### src/rtl/pipeline_control_pkg.sv
// Shared decode constants, FSM encoding and shadow-slot type for the pipeline
// hazard/stall controller.
package pipeline_control_pkg;

  localparam logic [5:0] OP_SPECIAL = 6'b000000;
  localparam logic [5:0] OP_ADDI    = 6'b001000;
  localparam logic [5:0] OP_ANDI    = 6'b001100;
  localparam logic [5:0] OP_ORI     = 6'b001101;
  localparam logic [5:0] OP_LW      = 6'b100011;
  localparam logic [5:0] OP_SW      = 6'b101011;
  localparam logic [5:0] OP_BEQ     = 6'b000100;

  localparam logic [5:0] FUNC_ADD = 6'b100000;
  localparam logic [5:0] FUNC_SUB = 6'b100010;
  localparam logic [5:0] FUNC_AND = 6'b100100;
  localparam logic [5:0] FUNC_OR  = 6'b100101;

  localparam logic [15:0] STALL_MAX = 16'hFFFF;

  typedef enum logic [1:0] {
    ST_RUN      = 2'd0,
    ST_MEM_WAIT = 2'd1,
    ST_HALTED   = 2'd2
  } state_t;

  // Shadow copy of what the EX / MEM pipeline registers currently hold.
  typedef struct packed {
    logic       valid;
    logic       is_load;
    logic       is_store;
    logic [4:0] dest;
  } slot_t;

  localparam slot_t SLOT_EMPTY = '0;

  function automatic logic [4:0] field_rs(input logic [31:0] inst);
    return inst[25:21];
  endfunction

  function automatic logic [4:0] field_rt(input logic [31:0] inst);
    return inst[20:16];
  endfunction

endpackage

### src/rtl/pipeline_control_inst_classify.sv
// Combinational classifier: memory kind, destination and which source
// fields an instruction actually reads.
module inst_classify
  import pipeline_control_pkg::*;
(
  input  logic [31:0] inst,
  input  logic        inst_valid,
  output logic        valid,
  output logic        is_load,
  output logic        is_store,
  output logic [4:0]  dest,
  output logic        rs_used,
  output logic        rt_used
);

  logic [5:0] opcode;
  logic       unused_bits;

  assign opcode      = inst[31:26];
  assign valid       = inst_valid;
  assign unused_bits = ^inst[10:0];

  always_comb begin
    is_load  = 1'b0;
    is_store = 1'b0;
    dest     = 5'd0;
    rs_used  = 1'b0;
    rt_used  = 1'b0;
    case (opcode)
      OP_SPECIAL: begin
        dest    = inst[15:11];
        rs_used = 1'b1;
        rt_used = 1'b1;
      end
      OP_ADDI, OP_ANDI, OP_ORI: begin
        dest    = inst[20:16];
        rs_used = 1'b1;
      end
      OP_LW: begin
        dest    = inst[20:16];
        rs_used = 1'b1;
        is_load = 1'b1;
      end
      OP_SW: begin
        rs_used  = 1'b1;
        rt_used  = 1'b1;
        is_store = 1'b1;
      end
      OP_BEQ: begin
        rs_used = 1'b1;
        rt_used = 1'b1;
      end
      default: ;
    endcase
    // A bubble must never look like a producer or consumer.
    if (!inst_valid) begin
      is_load  = 1'b0;
      is_store = 1'b0;
      dest     = 5'd0;
      rs_used  = 1'b0;
      rt_used  = 1'b0;
    end
  end

endmodule

### src/rtl/pipeline_control.sv
// Pipeline hazard controller: load-use stalls, branch flushes, data-memory
// wait freezes, debug halt and a saturating stall-cycle counter.
module pipeline_control
  import pipeline_control_pkg::*;
(
  input  logic        clock,
  input  logic        reset,
  input  logic [31:0] id_inst,
  input  logic        id_valid,
  input  logic        branch_taken,
  input  logic        dmem_ack,
  input  logic        halt_req,
  output logic        pc_write,
  output logic        ifid_write,
  output logic        ifid_flush,
  output logic        idex_flush,
  output logic        exmem_flush,
  output logic        pipe_freeze,
  output logic        dmem_req,
  output logic        halted,
  output logic [15:0] stall_count
);

  state_t      state_reg, state_next;
  slot_t       ex_reg, ex_next;
  slot_t       mem_reg, mem_next;
  logic [15:0] stall_count_reg;

  logic       cls_valid, cls_is_load, cls_is_store, cls_rs_used, cls_rt_used;
  logic [4:0] cls_dest;
  logic [4:0] id_rs, id_rt;
  slot_t      id_slot;
  logic       mem_access;
  logic       load_use;
  logic       count_stall;

  inst_classify u_classify (
    .inst       (id_inst),
    .inst_valid (id_valid),
    .valid      (cls_valid),
    .is_load    (cls_is_load),
    .is_store   (cls_is_store),
    .dest       (cls_dest),
    .rs_used    (cls_rs_used),
    .rt_used    (cls_rt_used)
  );

  assign id_rs   = field_rs(id_inst);
  assign id_rt   = field_rt(id_inst);
  assign id_slot = {cls_valid, cls_is_load, cls_is_store, cls_dest};

  assign mem_access = mem_reg.valid & (mem_reg.is_load | mem_reg.is_store);

  // Register 0 is never a real producer, so a load to $0 cannot cause a stall.
  assign load_use = id_valid & ex_reg.valid & ex_reg.is_load & (ex_reg.dest != 5'd0) &
                    ((cls_rs_used & (id_rs == ex_reg.dest)) |
                     (cls_rt_used & (id_rt == ex_reg.dest)));

  always_comb begin
    pc_write    = 1'b1;
    ifid_write  = 1'b1;
    ifid_flush  = 1'b0;
    idex_flush  = 1'b0;
    exmem_flush = 1'b0;
    pipe_freeze = 1'b0;
    dmem_req    = 1'b0;
    state_next  = state_reg;
    ex_next     = ex_reg;
    mem_next    = mem_reg;

    case (state_reg)
      ST_HALTED: begin
        pc_write    = 1'b0;
        ifid_write  = 1'b0;
        pipe_freeze = 1'b1;
        if (!halt_req) state_next = ST_RUN;
      end
      default: begin
        dmem_req = mem_access | (state_reg == ST_MEM_WAIT);
        if (dmem_req && !dmem_ack) begin
          pc_write    = 1'b0;
          ifid_write  = 1'b0;
          pipe_freeze = 1'b1;
          state_next  = ST_MEM_WAIT;
        end else begin
          // The ack cycle of a wait behaves as an ordinary advancing cycle.
          state_next = ST_RUN;
          if (branch_taken) begin
            ifid_flush  = 1'b1;
            idex_flush  = 1'b1;
            exmem_flush = 1'b1;
            ex_next     = SLOT_EMPTY;
            mem_next    = SLOT_EMPTY;
          end else if (load_use) begin
            pc_write   = 1'b0;
            ifid_write = 1'b0;
            idex_flush = 1'b1;
            ex_next    = SLOT_EMPTY;
            mem_next   = ex_reg;
          end else begin
            ex_next  = id_slot;
            mem_next = ex_reg;
          end
          // A halt request raised during a wait only takes effect once back in RUN.
          if ((state_reg == ST_RUN) && halt_req && !branch_taken) begin
            state_next = ST_HALTED;
          end
        end
      end
    endcase
  end

  assign count_stall = !pc_write && (state_reg != ST_HALTED);
  assign halted      = (state_reg == ST_HALTED);
  assign stall_count = stall_count_reg;

  always_ff @(posedge clock) begin
    if (reset) begin
      state_reg       <= ST_RUN;
      ex_reg          <= SLOT_EMPTY;
      mem_reg         <= SLOT_EMPTY;
      stall_count_reg <= 16'd0;
    end else begin
      state_reg <= state_next;
      ex_reg    <= ex_next;
      mem_reg   <= mem_next;
      if (count_stall && (stall_count_reg != STALL_MAX)) begin
        stall_count_reg <= stall_count_reg + 16'd1;
      end
    end
  end

endmodule

### config.mk
export PLATFORM = sky130hd
export DESIGN_NAME = pipeline_control
export DESIGN_NICKNAME = d
export VERILOG_FILES = /design/src/rtl/pipeline_control_pkg.sv /design/src/rtl/pipeline_control_inst_classify.sv /design/src/rtl/pipeline_control.sv
export SDC_FILE = /design/constraint.sdc
export NUM_CORES = 1
export LEC_CHECK = 0
export CORE_MARGIN = 10
export CORE_UTILIZATION = 42
export CTS_BUF_LIST = sky130_fd_sc_hd__clkbuf_2
export DETAILED_ROUTE_END_ITERATION = 8
export HOLD_SLACK_MARGIN = 0.05
export PLACE_DENSITY = 0.79
export SLEW_MARGIN = 10
export SYNTH_ARGS = -nofsm -noshare
export SYNTH_HDL_FRONTEND = slang
export SYNTH_SLANG_ARGS = --single-unit
### constraint.sdc
create_clock -name clock -period 2.7 [get_ports clock]
set_clock_uncertainty 0.15 [all_clocks]
set_input_delay 0.81 -clock clock [delete_from_list [all_inputs] [get_ports clock]]
set_output_delay 0.81 -clock clock [all_outputs]
set_load 0.01 [all_outputs]
* After elaboration in Yosys (flattened, before gate mapping)
Index checks and enable logic that the tools add are counted.
** Word-level totals
- Register bits :: 29
- Logic and storage cells :: 81
- RAM bits :: 0
- Latch bits :: 0
- Bits in read-only memories :: 0
- Output and inout bits :: 24
- Input port bits :: 38
- Memories :: 0
** Operators by class
- Mux-type cells :: 31
- $lt $le $gt $ge :: 0
- $mul :: 0
- Add/subtract/negate cells :: 1
- Reductions and logical operators :: 15
- Bitwise logic cells :: 12
- Div/mod/pow operators :: 0
- Shift operators :: 0
- Equal/unequal tests :: 13
** Operator list (number)
- $mux 8 :: 3
- $mux 1 :: 22
- $eq 6x4->1 const B :: 3
- $add 16x1->16 const B :: 1
- $ne 16x16->1 const B :: 1
- $eq 6x6->1 const B :: 2
- $eq 5x5->1 :: 2
- $pmux 5 s2 :: 1
- $mux 2 :: 4
- $and 1x1->1 :: 7
- $reduce_or 7->1 :: 1
- $eq 6x3->1 const B :: 1
- $logic_not 6->1 :: 1
- $logic_and 1x1->1 :: 5
- $mux 5 :: 1
- $reduce_bool 5->1 :: 1
- $ne 2x2->1 const B :: 2
- $reduce_or 4->1 :: 1
- $logic_not 1->1 :: 3
- $or 1x1->1 :: 3
- $reduce_or 3->1 :: 1
- $eq 2x1->1 const B :: 1
- $eq 2x2->1 const B :: 1
- $logic_not 2->1 :: 1
- other kinds (2) :: 3

* Depth between registers and ports, before layout
Gate-level depths: netlist of the first run.
- Depth after elaboration :: 14
- Mapped depth :: 9
- Gate-level depth less buffers :: 8

* By module
From an unflattened synthesis of the first run, not the netlist that was laid out.
** Second synthesis, totals
- Cells, all modules :: 205
- Area total of the unflattened synthesis :: 1616.6 µm²
** By module, submodules not included
- pipeline_control :: area each 1438.9 µm², times used 1, cells each 182, seq. area each 580.6 µm²
- inst_classify :: area each 177.7 µm², times used 1, cells each 23, seq. area each 0.0 µm²

* Least setup slack after synthesis of the first run
OpenSTA, ideal clock, no wires.
- Kind :: in2out
- Start point :: in id_inst[26]
- End point :: out pc_write
- Setup slack :: -230 ps
- Data required time :: 1740 ps
- Path buffers :: 1
- Stages :: 6
- Arrival :: 1970 ps
- Cell sequence :: nor4_1 a41oi_1 nor4_1 o211a_1 a21oi_1 buf_4
** On the way
- Longest elaborated chain between the ends :: 11
- Elaborated cells on any way between the ends :: 21
- Those cells by class :: 6 x eq/ne; 8 x mux; 4 x bitwise; 3 x reduce/logical
** Ends and longest elaborated chain
- start: declaration :: RTL line pipeline_control.sv:8 : input logic [31:0] id_inst,
- $eq 6x4->1 (tied with other cells) :: RTL line pipeline_control_inst_classify.sv:29 : case (opcode)
- $reduce_or 7->1 (no line) / $reduce_or 3->1 (equally long branches)
- $mux 1 :: RTL line pipeline_control_inst_classify.sv:29
- $mux 1 :: RTL line pipeline_control_inst_classify.sv:56 : if (!inst_valid) begin
- $and 1x1->1 (on tied branches) :: RTL line pipeline_control.sv:56, pipeline_control.sv:57
- $or 1x1->1 (*) :: RTL line pipeline_control.sv:56 : ((cls_rs_used & (id_rs == ex_reg.dest)) |
- $and 1x1->1 (*) :: RTL line pipeline_control.sv:55 : assign load_use = id_valid & ex_reg.valid & ex_reg.is_load & (ex_reg.dest != 5'd0) &
- $mux 1 (*) (4 in a row)
- end: declaration :: RTL line pipeline_control.sv:13 : output logic pc_write,
Mark *: on every way between the ends. The rest lies on a longest branch, timed or not.

* Worst setup path in the final report of the first run
- Start point :: in id_inst[27]
- End point :: out ifid_write
** On the way
- Longest elaborated chain between the ends :: 11
- Elaborated cells on any way between the ends :: 21
- Those cells by class :: 6 x eq/ne; 8 x mux; 4 x bitwise; 3 x reduce/logical
** Ends and longest elaborated chain
- $eq 6x4->1 (tied with other cells) :: RTL line pipeline_control_inst_classify.sv:29
- $reduce_or 7->1 (no line) / $reduce_or 3->1 (equally long branches)
- $mux 1 :: RTL line pipeline_control_inst_classify.sv:29
- $mux 1 :: RTL line pipeline_control_inst_classify.sv:56
- $and 1x1->1 (on tied branches) :: RTL line pipeline_control.sv:56, pipeline_control.sv:57
- $or 1x1->1 (*) :: RTL line pipeline_control.sv:56
- $and 1x1->1 (*) :: RTL line pipeline_control.sv:55
- $mux 1 (*) :: RTL line pipeline_control.sv:94 : end else if (load_use) begin
- $mux 1 (*) :: RTL line pipeline_control.sv:88 : if (branch_taken) begin
- $mux 1 (*) :: RTL line pipeline_control.sv:80 : if (dmem_req && !dmem_ack) begin
- $mux 1 (*) :: RTL line pipeline_control.sv:71 : case (state_reg)
- end: declaration :: RTL line pipeline_control.sv:14 : output logic ifid_write,
Marked as above.

==> results of run 1 <==
[routing by layer]
metal / vias up / track usage (%) / routed length (um)
met3: 8 / 4.54 / 311
met4: 0 / 4.11 / 57
li1: 908 / - / -
met5: - / 0 / 0
met2: 52 / 23.3 / 2610
met1: 877 / 16.7 / 2330
[stage by stage]
stage | TNS [ps] | cell area, um^2 | total power, W | cells | setup slack [ps]
floorplan | -228 | 1760 | 0.000488 | 197 | -126
global placement | -15020 | 2480 | 0.000570 | 316 | -1100
detailed placement | -16330 | 2480 | 0.000573 | 316 | -1160
CTS | -1300 | 2580 | 0.000782 | 334 | -345
global route | -4010 | 2740 | 0.000826 | 336 | -468
finish | -3310 | 2740 | 0.000793 | 336 | -390
[synth_stat cells, types with 2 or more instances]
cell,count
nor4_2,2
and3_1,7
o211a_1,2
inv_1,5
a22o_1,10
buf_4,2
nand2b_1,4
nor3_1,2
nor3b_1,4
nor2b_1,7
or3_1,2
nand4_1,7
nor2_1,30
a32o_1,2
clkbuf_1,6
a21oi_1,15
or4_1,3
xor2_1,6
dfxtp_1,29
o31ai_1,3
xnor2_1,7
a31o_1,3
nand2_1,5
and2_1,3
nor4_1,2
a21oi_2,2
mux2_1,4
a211oi_1,2
[report_power, final]
| group | internal (W) | switching, W |
|---|---|---|
| Combinational | 0.0000829 | 0.0000664 |
| Sequential | 0.000430 | 0.00000157 |
| Clock | 0.0000566 | 0.000155 |
[area by class of cell]
type	instances	area, um^2	area share (%)
clock buffers	5	25.0	0.912
repair buffers	90	798	29.1
well taps	50	62.6	2.28
flip-flops and latches	29	582	21.2
clock inverters	3	12.5	0.456
multi-input cells	154	1240	45.4
inverters	5	18.8	0.684
[cells in the final DEF (no fill, tap or decap), drive strengths merged, types with 3 or more instances in the layout]
cell type | Yosys | final
inv | 5 | 5
a21oi | 17 | 17
nand2b | 4 | 4
clkdlybuf4s15 | 0 | 4
xnor2 | 7 | 7
a22o | 10 | 10
and2 | 4 | 4
o31ai | 3 | 3
a31o | 3 | 3
nand4 | 7 | 7
xor2 | 6 | 6
mux2 | 4 | 4
clkinv | 0 | 3
nor4 | 4 | 4
clkdlybuf4s50 | 0 | 24
dlygate4sd2 | 0 | 6
nor3b | 4 | 4
nor2b | 7 | 7
dfxtp | 29 | 29
a211oi | 3 | 3
or4 | 3 | 3
clkbuf | 6 | 5
nand2 | 5 | 5
and3 | 7 | 7
buf | 3 | 54
nor2 | 30 | 30
[worst paths after layout]
kind,slack (ps),end,depth (start not counted),start
max reg2reg,150,stall_count[4],9,ex_reg[3]
min,360,ex_reg[5],1,ex_reg[5]
max,-390,ifid_write,8,id_inst[27]
min reg2reg,360,ex_reg[5],1,ex_reg[5]
[worst max-delay path, delay by kind of cell]
| kind | cells | cell delay [ps] |
|---|---|---|
| AOI/OAI and AO/OA | 3 | 360 |
| buffers and inverters | 3 | 340 |
| and+or+nand+nor | 2 | 610 |
[what timing repair did]
action                     CTS  global route
setup buffers               18             2
hold buffers                 0             0
setup endpoints to repair   21            28
pin swaps                   24            19
gates resized for setup     85            35
gates cloned                 0             0
[logic make-up (layout without fill, tap and decap cells)]
family,count (synthesis),in the layout
compound gates,50,50
xor+xnor,13,13
simple gates,85,85
buf+inv,14,103
flops,29,29
fa+ha+maj,1,1
mux,5,5
==> reports/metrics.csv, run 1 <==
stage,metric,value,unit
outcome,status,finished with violations,
outcome,violated checks,setup timing,
place,RePlAce Congestion,0.819,
layout,final core occ,68.6,%
global_route,largest net degree at the start of global routing,20,
floorplanning,Die Y,84.3,um
sta,hold_ws,360,ps
synth,sequential fraction of the synthesis area,33.5,%
clock_network,"Clk Latency, worst-skew pair",360,ps
synth,Most used DFF post-synth,dfxtp_1,
sta,"Hold Vio Cnt, Final",0,
clock_network,clock sink count,29,
synth,Synth cell types,49,
clock_network,clk root buf,clkbuf_2,
layout,area growth from synthesis to layout,58.1,%
global_route,first-pass GRT wire length,8600,um
place,I/O Buffers,50,
global_route,GR Overflow Total,0,
clock_network,H-tree depth,2,
power_and_ir_drop,Pwr per Cell Area,289,mW/mm^2
detailed_routing,vias per inst,5.49,
hold_path,Worst Hold Class,flip-flop to flip-flop,
floorplanning,core footprint,0.00400,mm^2
job,Max-Cap Viols,0,
sta,Least-Margin Pin Slew,514,ps
sta,final setup vio count,18,
setup_path,crit start category,input port,
sta,fin crit share,114,%
synth,Post-Syn Instances,197,
clock_network,clock transition at the registers of the reported paths,150,ps
detailed_routing,residual DRC count,0,
clock_network,CTS tree,built,
synth,synthesized flop and latch total,29,
detailed_routing,wire per inst,15.8,um
detailed_routing,DRT antenna net count,0,
sta,Slew HR,65.6,%
synth,Netlist Area Pre-Place,0.00174,mm^2
detailed_routing,Detailed Route WL,5310,um
synth,Synth Area in Compound Gates,23.4,%
floorplanning,die width,84.3,um
global_route,Tot GR Track Use,14.0,%
clock_network,cts bufs inserted,5,
floorplanning,Die ar.,0.00710,mm^2
setup_path,worst-path cell chain,buf_8 -> nor4_4 -> a41oi_2 -> nor4_2 -> o211a_1 -> buf_6 -> a21oi_4 -> buf_6,
layout,layout cells sized above 1,33.6,%
synth,largest cells by area after synthesis,"dfxtp_1 (33%), nor2_1 (6.5%), a22o_1 (5.0%)",
detailed_routing,Initial DRC Count,156,
sta,Final Max Slew Viols,0,
layout,max reg flops,16,
floorplanning,Rows,23,
layout,ant diodes,0,
power_and_ir_drop,Peak VDD IR,0.203,mV
sta,Final min period,3090,ps
synth,Yosys warning count,0,
sta,max frequency,324,MHz
global_route,vias in the first global route,1857,
layout,Fill cells,321,
floorplanning,I/O Pins,62,
power_and_ir_drop,Leak Pwr,1.19,nW
synth,Mapped Nets,236,
setup_path,Critical Path Slowest Stage Cell,nor4_2,
layout,final-stage net count,324,
synth,Synth Area in XOR/XNOR,6.56,%
setup_path,critical path's most frequent cell,buf_6,
sta,setup slack after layout,-390,ps
synth,post-synth top area cell,dfxtp_1,
setup_path,Worst Path Required,1740,ps
synth,mux cell area share after synthesis,3.17,%
setup_path,crit-path max FO,4,
place,DP Wirelength,3790,um
setup_path,Worst Setup End Kind,output port,
synth,async set-reset flop share out of synthesis,0,%
synth,Synth top area share,33.5,%
synth,Synth Area in Simple Gates,28.8,%
synth,Avg Synthesized Cell Area,8.81,um^2
setup_path,CP arrival,2130,ps
global_route,initial antenna violation count,0,
synth,Adder-Cell Fraction of Synth Area,0.721,%
detailed_routing,Detailed Routing Iterations Pass 1,4,
sta,unrepaired setup endpoints after global routing,true,
synth,largest family of logic cells by synthesized area,simple AND/OR/NAND/NOR gates,
setup_path,worst setup path class,input port to output port,
setup_path,max incr delay on CP,310,ps
floorplanning,Initial Utilization,43.4,%
detailed_routing,vias,1845,
synth,number of flops mapped to enable cells by yosys,0,
clock_network,Max clock buf depth,2,
Power figures use the tool's default switching activity.
==> run 2: changes to the inputs <==
Settings changed: PLACE_DENSITY 0.79 to 0.81, RECOVER_POWER set to 50.
==> run 2 against run 1 <==
Die area is the same. The flow still finishes with violations (setup timing). Critical path type unchanged. Critical path depth is the same. Global-route usage grew 0.42 points. Via count grew 1.4%. Highest routed layer unchanged.
==> reports/metrics.csv, run 2 (synthesized netlist as in run 1, its figures left out) <==
stage,metric,value,unit
clock_network,"Hold-fix buffers, CTS",0,
global_route,GR Overflow Total,0,
sta,setup slack after layout,-404,ps
sta,hold_ws,334,ps
floorplanning,Rows,23,
detailed_routing,Detailed Route WL,5230,um
clock_network,clock sink count,29,
detailed_routing,residual DRC count,0,
setup_path,Worst path top cell family by delay,simple AND/OR/NAND/NOR gates,
setup_path,crit start category,input port,
sta,Slew HR,56.1,%
setup_path,Reg2Reg Setup Slack,220,ps
detailed_routing,wire length on met1,2310,um
hold_path,Worst Hold Class,flip-flop to flip-flop,
detailed_routing,wire length on met2,2530,um
clock_network,CTS tree,built,
detailed_routing,Initial DRC Count,164,
detailed_routing,DRT antenna net count,0,
sta,Final Max Slew Viols,0,
sta,final setup vio count,6,
hold_path,Hold Path Depth,1,
setup_path,CP arrival,2140,ps
power_and_ir_drop,sw frac,28.1,%
clock_network,clock transition at the registers of the reported paths,140,ps
setup_path,critical path's most frequent cell,buf_6,
floorplanning,Die Y,84.3,um
detailed_routing,met3 wire length,342,um
clock_network,Max clock buf depth,2,
power_and_ir_drop,NetSw,0.000224,W
outcome,violated checks,setup timing,
layout,final core occ,67.6,%
setup_path,worst-path cell chain,clkdlybuf4s15_2 -> nor2b_4 -> a41oi_2 -> nor4_2 -> o211a_4 -> buf_6 -> a21oi_4 -> buf_6,
hold_path,HP Start,ex_reg[5],
power_and_ir_drop,Peak VDD IR,0.252,mV
sta,setup tns final,-1230,ps
setup_path,worst path buffer plus inverter count,3,
layout,"commonest non-fill, non-tap cell in the layout",buf_4,
setup_path,Critical Path Slowest Stage Cell,nor4_2,
sta,"Hold Vio Cnt, Final",0,
setup_path,reg2reg path depth,9,
layout,layout cells sized above 1,32.1,%
global_route,largest net degree at the start of global routing,25,
setup_path,crit-path max FO,3,
sta,Final min period,3100,ps
power_and_ir_drop,Comb pwr share,18.0,%
global_route,initial antenna violation count,0,
setup_path,Worst Path Required,1740,ps
detailed_routing,vias,1870,
outcome,status,finished with violations,
place,RePlAce Congestion,0.826,
setup_path,worst setup path class,input port to output port,
place,DP Wirelength,3720,um
power_and_ir_drop,Leak Pwr,1.21,nW
job,Max-Cap Viols,0,
setup_path,worst reg2reg path endpoint,ex_reg[6],
detailed_routing,Top Metal Used,met4,
layout,area growth from synthesis to layout,55.9,%
sta,unrepaired setup endpoints after global routing,true,
clock_network,"Clk Latency, worst-skew pair",370,ps
layout,most frequent cells in the layout,"buf_4 (44), dfxtp_1 (29), nor2_1 (28), clkdlybuf4s50_1 (25), a21oi_1 (13)",
power_and_ir_drop,clock share of power,27.9,%
power_and_ir_drop,Pint,0.000574,W
detailed_routing,Detailed Routing Iterations Pass 1,4,
global_route,vias in the first global route,1833,
power_and_ir_drop,sequential power share,54.1,%
floorplanning,Die ar.,0.00710,mm^2
setup_path,worst r2r src,mem_reg[5],
clock_network,H-tree depth,2,
clock_network,clk root buf,clkbuf_2,
place,I/O Buffers,50,
hold_path,Hold Crit Endpoint,ex_reg[5],
place,Post-Place Setup Slack,-1150,ps
global_route,first-pass GRT wire length,8850,um
layout,final-stage net count,331,
layout,ant diodes,0,
sta,Least-Margin Pin Slew,653,ps
floorplanning,I/O Pins,62,
detailed_routing,vias per inst,5.45,
global_route,Tot GR Track Use,14.5,%
floorplanning,core footprint,0.00400,mm^2
sta,fin crit share,115,%
clock_network,cts bufs inserted,5,
floorplanning,Initial Utilization,43.4,%
layout,max reg flops,16,
floorplanning,die width,84.3,um
power_and_ir_drop,Pwr per Cell Area,295,mW/mm^2
detailed_routing,wire per inst,15.2,um
sta,max frequency,322,MHz
setup_path,Worst Setup End Kind,output port,
setup_path,max incr delay on CP,350,ps
-- run 2: changes by cell type in the layout (fill, tap and decap cells not counted), moves of 2 or more --
cell             before  now
mux2_4                4    0
clkdlybuf4s15_1       3    0
and2_1                3    1
xnor2_1               4    6
clkinv_1              2    0
buf_2                 6   10
mux2_1                0    4
buf_6                 9    4
xnor2_2               3    1
buf_4                37   44
-- run 2: worst max path at each step --
stage                      startpoint    endpoint  slack, ps  depth (start not counted)
final                     id_inst[28]  ifid_write       -400                          8
after CTS                 id_inst[31]  ifid_write       -340                          8
after global placement    id_inst[26]  idex_flush      -1130                          8
after floorplan           id_inst[26]    pc_write       -130                          6
after detailed placement  id_inst[26]  idex_flush      -1150                          8
after global routing      id_inst[28]  idex_flush       -450                          8
-- run 2: power groups by stage --
stage,clock [W],combinational (W),sequential [W]
6_report,0.000223,0.000144,0.000432
5_1_grt,0.000243,0.000155,0.000432
4_1_cts,0.000223,0.000135,0.000432
3_5_place_dp,0,0.000133,0.000441
3_3_place_gp,0,0.000131,0.000441
2_1_floorplan,0,0.0000469,0.000441
-- run 2: what timing repair did --
| item | 4_1_cts | 5_1_grt |
|---|---|---|
| cloned | 0 | 0 |
| endpoints found under the setup margin | 22 | 18 |
| endpoints found under the hold margin | 0 | 0 |
| pin swaps | 21 | 6 |
| setup buffers | 13 | 4 |
| resized for setup | 83 | 12 |
-- run 2: worst reg2reg max path: cells and delay by family, from the launching register on --
family          cells  cell delay (ps)
simple gates        4             1030
compound gates      2              540
buf+inv             3              360
flops               1              340
-- run 2: layout make-up --
| class | instances | area (um^2) |
|---|---|---|
| fill | 340 | 1290 |
| multi-input combinational | 154 | 1180 |
| timing repair buffer | 97 | 820 |
| sequential | 29 | 581 |
| tap | 50 | 62.6 |
| clock buffer | 6 | 30.0 |
| inverter | 5 | 18.8 |
| clock inverter | 2 | 10.0 |
-- run 2: metrics by stage --
stage | instances | instance area (um^2) | total power (W)
after floorplan | 197 | 1760 | 0.000488
after global placement | 318 | 2500 | 0.000572
after detailed placement | 318 | 2500 | 0.000574
after CTS | 339 | 2640 | 0.000791
after global routing | 343 | 2710 | 0.000831
final | 343 | 2710 | 0.000798
-- run 2: layer usage --
metal | global-route usage (%) | up-vias
met1 | 17.9 | 887
li1 | - | 921
met2 | 23.3 | 57
met5 | 0 | -
met3 | 3.77 | 5
met4 | 5.48 | 0
